## config.mk

```make
export PLATFORM = sky130hd
export DESIGN_NAME = sdrc_wb_arb
export DESIGN_NICKNAME = d
export VERILOG_FILES = /design/src/rtl/sdrc_wb_arb_pkg.sv /design/src/rtl/sdrc_arb_rr.sv /design/src/rtl/sdrc_wb_arb.sv
export SDC_FILE = /design/constraint.sdc
export NUM_CORES = 1
export LEC_CHECK = 0
export CORE_AREA = 2 2 119 121
export CTS_BUF_LIST = sky130_fd_sc_hd__clkbuf_8 sky130_fd_sc_hd__clkbuf_16
export DETAILED_ROUTE_END_ITERATION = 7
export DIE_AREA = 0 0 121 123
export HOLD_SLACK_MARGIN = 0.03
export PLACE_DENSITY = 0.61
export SETUP_SLACK_MARGIN = 0.05
export SLEW_MARGIN = 20
export SYNTH_ARGS = -nofsm -noshare
export SYNTH_HDL_FRONTEND = slang
export SYNTH_SLANG_ARGS = --single-unit
```

## constraint.sdc

```tcl
create_clock -name clk -period 2.3 [get_ports clk]
set_clock_uncertainty 0.2 [all_clocks]
set_input_delay 0.23 -clock clk [delete_from_list [all_inputs] [get_ports clk]]
set_output_delay 0.23 -clock clk [all_outputs]
set_load 0.01 [all_outputs]
```

## src/rtl/sdrc_wb_arb_pkg.sv

```systemverilog
// sdrc_wb_arb_pkg: shared grant-state encoding, Wishbone cti codes and default widths/limits
// for the two-master SDRAM Wishbone arbiter.
package sdrc_wb_arb_pkg;
    typedef enum logic [1:0] {
        ST_IDLE = 2'd0,
        ST_GNT0 = 2'd1,
        ST_GNT1 = 2'd2
    } arb_state_e;
    localparam int AW_DEF         = 25;
    localparam int DW_DEF         = 32;
    localparam int WDOG_W_DEF     = 8;
    localparam int WDOG_LIMIT_DEF = 255;
    localparam logic [2:0] CTI_CLASSIC = 3'b000;
    localparam logic [2:0] CTI_INCR    = 3'b010;
    localparam logic [2:0] CTI_EOB     = 3'b111;
endpackage

```

## src/rtl/sdrc_arb_rr.sv

```systemverilog
// sdrc_arb_rr: 2-way round-robin grant FSM; a grant is held until rel, and kill forces IDLE.
module sdrc_arb_rr
    import sdrc_wb_arb_pkg::*;
(
    input  logic       clk,
    input  logic       reset_n,
    input  logic [1:0] req,
    input  logic       rel,
    input  logic       kill,
    output logic [1:0] gnt
);
    arb_state_e state_q, state_d;
    logic       last_gnt_q, last_gnt_d;

    always_ff @(posedge clk or negedge reset_n) begin
        if (!reset_n) begin
            state_q    <= ST_IDLE;
            last_gnt_q <= 1'b1;
        end else begin
            state_q    <= state_d;
            last_gnt_q <= last_gnt_d;
        end
    end

    // on release the other master is served directly, so a handover never passes through IDLE
    always_comb begin
        state_d = state_q;
        if (kill)
            state_d = ST_IDLE;
        else if (state_q == ST_IDLE)
            state_d = (req == 2'b11) ? (last_gnt_q ? ST_GNT0 : ST_GNT1) :
                      req[0] ? ST_GNT0 : req[1] ? ST_GNT1 : ST_IDLE;
        else if (rel)
            state_d = (state_q == ST_GNT0) ? (req[1] ? ST_GNT1 : ST_IDLE) :
                                             (req[0] ? ST_GNT0 : ST_IDLE);
        last_gnt_d = (state_d == ST_GNT1) ? 1'b1 : (state_d == ST_GNT0) ? 1'b0 : last_gnt_q;
    end

    assign gnt = {state_q == ST_GNT1, state_q == ST_GNT0};
endmodule

```

## src/rtl/sdrc_wb_arb.sv

```systemverilog
// sdrc_wb_arb: two-master round-robin Wishbone arbiter in front of the SDRAM controller
module sdrc_wb_arb
  import sdrc_wb_arb_pkg::*;
#(
  parameter int AW = AW_DEF,
  parameter int DW = DW_DEF,
  parameter int WDOG_W = WDOG_W_DEF,
  parameter int WDOG_LIMIT = WDOG_LIMIT_DEF
) (
  input  logic            clk,
  input  logic            reset_n,
  input  logic            m0_cyc_i,
  input  logic            m0_stb_i,
  input  logic            m0_we_i,
  input  logic [AW-1:0]   m0_addr_i,
  input  logic [DW-1:0]   m0_dat_i,
  input  logic [DW/8-1:0] m0_sel_i,
  input  logic [2:0]      m0_cti_i,
  output logic            m0_ack_o,
  output logic            m0_err_o,
  output logic [DW-1:0]   m0_dat_o,
  input  logic            m1_cyc_i,
  input  logic            m1_stb_i,
  input  logic            m1_we_i,
  input  logic [AW-1:0]   m1_addr_i,
  input  logic [DW-1:0]   m1_dat_i,
  input  logic [DW/8-1:0] m1_sel_i,
  input  logic [2:0]      m1_cti_i,
  output logic            m1_ack_o,
  output logic            m1_err_o,
  output logic [DW-1:0]   m1_dat_o,
  output logic            s_cyc_o,
  output logic            s_stb_o,
  output logic            s_we_o,
  output logic [AW-1:0]   s_addr_o,
  output logic [DW-1:0]   s_dat_o,
  output logic [DW/8-1:0] s_sel_o,
  output logic [2:0]      s_cti_o,
  input  logic            s_ack_i,
  input  logic [DW-1:0]   s_dat_i
);
  logic [1:0] gnt, req, blk;
  logic rel, kill;
  assign req = {m1_cyc_i & m1_stb_i, m0_cyc_i & m0_stb_i} & ~blk;
  assign rel = (gnt[0] & ~m0_cyc_i) | (gnt[1] & ~m1_cyc_i);
  sdrc_arb_rr u_rr (.clk(clk), .reset_n(reset_n), .req(req), .rel(rel), .kill(kill), .gnt(gnt));
  always_comb begin
    s_cyc_o  = gnt[0] ? m0_cyc_i  : gnt[1] & m1_cyc_i;
    s_stb_o  = gnt[0] ? m0_stb_i  : gnt[1] & m1_stb_i;
    s_we_o   = gnt[0] ? m0_we_i   : gnt[1] & m1_we_i;
    s_addr_o = gnt[0] ? m0_addr_i : gnt[1] ? m1_addr_i : '0;
    s_dat_o  = gnt[0] ? m0_dat_i  : gnt[1] ? m1_dat_i  : '0;
    s_sel_o  = gnt[0] ? m0_sel_i  : gnt[1] ? m1_sel_i  : '0;
    s_cti_o  = gnt[0] ? m0_cti_i  : gnt[1] ? m1_cti_i  : CTI_CLASSIC;
  end
  assign m0_ack_o = gnt[0] & s_ack_i;
  assign m1_ack_o = gnt[1] & s_ack_i;
  assign m0_dat_o = s_dat_i;
  assign m1_dat_o = s_dat_i;
`ifdef SDRC_WB_ARB_WDOG_EN
  logic [WDOG_W-1:0] cnt_q, cnt_d, cnt_inc;
  logic [1:0] blk_q, blk_d;
  logic stall;
  always_comb begin
    stall   = s_stb_o & ~s_ack_i;
    cnt_inc = cnt_q + 1'b1;
    kill    = stall & ~rel & (cnt_inc == WDOG_W'(WDOG_LIMIT));
    cnt_d   = (~|gnt | s_ack_i | rel | kill) ? '0 : stall ? cnt_inc : cnt_q;
    blk_d   = kill ? gnt : 2'b00;
  end
  always_ff @(posedge clk or negedge reset_n) begin
    if (!reset_n) begin
      cnt_q <= '0;
      blk_q <= 2'b00;
    end else begin
      cnt_q <= cnt_d;
      blk_q <= blk_d;
    end
  end
  assign blk      = blk_q;
  assign m0_err_o = gnt[0] & kill;
  assign m1_err_o = gnt[1] & kill;
`else
  assign kill     = 1'b0;
  assign blk      = 2'b00;
  assign m0_err_o = 1'b0;
  assign m1_err_o = 1'b0;
`endif
endmodule

```

==> results.tsv <==
stage	metric	value	unit
layout	n_diodes	0	
floorplanning	row cnt	43	
logic_synthesis	Mapped Cells	171	
cts	CTS Buf Count	3	
setup_path	CP max stage delay	0.54	ns
layout	commonest non-fill, non-tap cells in the layout	clkdlybuf4s50_1 (150), a22o_1 (64), dlygate4sd2_1 (30)	
routing	DRC Markers	0	
cts	H-Tree Depth	1	
setup_path	cells along the critical path	nor2_4 > bufbuf_16 > a22o_1 > clkdlybuf4s50_1	
logic_synthesis	proportion of synthesized area in mux cells	0.00799	
logic_synthesis	#FFs+latches synth	3	
logic_synthesis	register area share after synthesis	0.0541	
timing	Highest Clock Rate	445	MHz
floorplanning	initial core utilization	0.104	
run	max cap viols	0	
setup_path	critical path required time	1.87	ns
power	total power per unit cell area	413	mW/mm^2
floorplanning	Die Y	123	um
placed_design	pre-CTS setup slack	0.0576	ns
logic_synthesis	area leader, netlist	a22o_1	
setup_path	slowest cell on the critical path	clkdlybuf4s50_1	
placed_design	placed wire-length estimate	6750	um
global_routing	vias in the first global route	2031	
timing	pins over their slew limit	0	
routing	vias per inst	3.83	
global_routing	initial antenna violation count	0	
timing	Final Hold Fails	0	
global_routing	pin count of the biggest net entering global routing	41	
setup_path	Worst Path Max Fanout	14	
setup_path	endpoint type of the worst setup path	output port	
floorplanning	I/O pins	304	
timing	Worst Setup Slack, final	0.0534	ns
routing	total wire length	8390	um
logic_synthesis	largest family of logic cells by synthesized area	compound AO/OA/AOI/OAI gates	
layout	synthesis-to-finish area growth	142	%
global_routing	Total GRT Usage	0.0986	
setup_path	Buf/Inv on CP	2	
cts	CTS Sinks	3	
cts	CTS tree	done	
layout	fin nets	484	
logic_synthesis	synthesized area	0.00141	mm^2
timing	Final Setup Violations	0	
routing	number of vias in the routed layout	1889	
logic_synthesis	compound-gate portion of the synthesized area	0.440	
cts	Clock transition at path regs	0.03	ns
logic_synthesis	largest cells by area after synthesis	a22o_1 (42%), buf_4 (36%), buf_6 (4.0%)	
floorplanning	Total Die Area	0.0149	mm^2
cts	Worst-Skew Late Latency	0.22	ns
cts	Root Driver	clkbuf_16	
timing	RSZ-0062 raised after global routing	yes	
routing	DRT iter0 DRCs	51	
setup_path	CP Launch Type	register	
placed_design	Placed Instances	480	
setup_path	CP Class	reg2out	
placed_design	routability cong.	0.697	
power	Max VDD drop	0.222	mV
placed_design	IO buf count	205	
logic_synthesis	Syn. warnings	0	
setup_path	crit path DAT	1.82	ns
global_routing	first-pass GRT wire length	11100	um
timing	Hold WS	0.260	ns
timing	Tmin final	2.25	ns
logic_synthesis	Synth cell types	22	
logic_synthesis	Synth Area in XOR/XNOR	0	
routing	detailed-router iteration count before antenna repair	4	
floorplanning	Die X	121	um
logic_synthesis	simple-gate area share of the yosys netlist	0.0532	
layout	Multi-input gate area	753	um^2
floorplanning	core area	0.0136	mm^2
layout	final core utilization	0.251	
routing	Post-DRT Antenna Nets	0	
layout	register area	78.8	um^2
layout	# fillers	1477	
global_routing	total gr overflow	0	
setup_path	Largest delay share family, worst path	buffers and inverters	
outcome	status	completed	
logic_synthesis	Syn Area/Cell	8.25	um^2
cts	clock buffer depth	2	
routing	WL/cell	17.0	um
layout	most common cell after layout, fill and taps aside	clkdlybuf4s50_1	
timing	period utilisation layout	0.977	
layout	fraction of layout instances using a drive strength above 1	0.0831	
logic_synthesis	Synth Area in Adders	0.00887	
power	Leak	0.00178	uW
layout	Final Instance Count excl. Fillers	493	
logic_synthesis	share of the synthesized area in the top cell type	0.416	
min_path	HP Class	in2out	
## final cells by class
| class | instances | share of cell area |
|---|---|---|
| clock buffers | 3 | 0.0220 |
| flip-flops and latches | 3 | 0.0231 |
| repair buffers | 218 | 0.666 |
| well taps | 180 | 0.0659 |
| multi-input cells | 87 | 0.220 |
| inverters | 1 | 0.00110 |
| clock inverters | 1 | 0.00110 |
## report_power, final
group / total, uW / internal, uW / switching, uW
sequential: 84.2 / 71.1 / 13.2
combinational: 1060 / 645 / 412
clock: 269 / 224 / 44.7
## kinds of logic after synthesis
logic type,after synthesis
other,1
buffers and inverters,82
AND/OR/NAND/NOR,11
AO/OA/AOI/OAI,72
flip-flops,3
multiplexers,1
adder cells (fa/ha/maj),1
## worst paths after layout
path	startpoint	to	slack, ns	cells past startpoint
min in group asynchronous	reset_n	asynchronous set/reset pin	0.55	2
hold / removal	s_dat_i[17]	m1_dat_o[17]	0.26	0
setup / recovery	u_rr.state_q[1]	s_stb_o	0.05	4
setup reg to reg	u_rr.state_q[1]	u_rr.last_gnt_q	0.32	5
hold reg to reg	u_rr.last_gnt_q	u_rr.last_gnt_q	0.43	1
max in group asynchronous	reset_n	u_rr.last_gnt_q	1.13	2
## routing by layer
metal	track usage	up-vias	wire length, um
met5	0	-	0
met4	0.0283	0	125
met3	0.0221	19	758
met2	0.205	151	4620
met1	0.0949	859	2890
li1	-	860	-
## per-stage QoR
stage          instance area (um^2)  setup TNS, ns  power [uW]
2_1_floorplan                  1410              0         610
3_3_place_gp                   3140              0        1120
3_5_place_dp                   3140              0        1130
4_1_cts                        3300              0        1420
5_1_grt                        3420        -0.0193        1500
6_report                       3420              0        1410
## Yosys cell counts
| cell | n |
|---|---|
| ha_1 | 1 |
| nor2b_1 | 1 |
| o21ai_0 | 1 |
| o22a_1 | 1 |
| conb_1 | 1 |
| buf_4 | 68 |
| nor2_1 | 2 |
| or2_2 | 1 |
| nor3_1 | 2 |
| a22o_1 | 67 |
| nor2b_4 | 1 |
| buf_6 | 5 |
| buf_2 | 8 |
| dfrtp_1 | 2 |
| a21oi_1 | 2 |
| mux2_2 | 1 |
| inv_2 | 1 |
| dfstp_2 | 1 |
| o211a_1 | 1 |
| and2_1 | 2 |
| nor3b_1 | 1 |
| nor2_4 | 1 |
## what timing repair did
action                                 CTS  global route
setup endpoints to repair               69            39
cloned                                   2             1
hold buffers                             1             0
resized for setup                       37            27
pin swaps                                0             1
endpoints found under the hold margin    2             0
setup buffers                            2             3
Note: power is estimated with default switching activity, not from simulation.
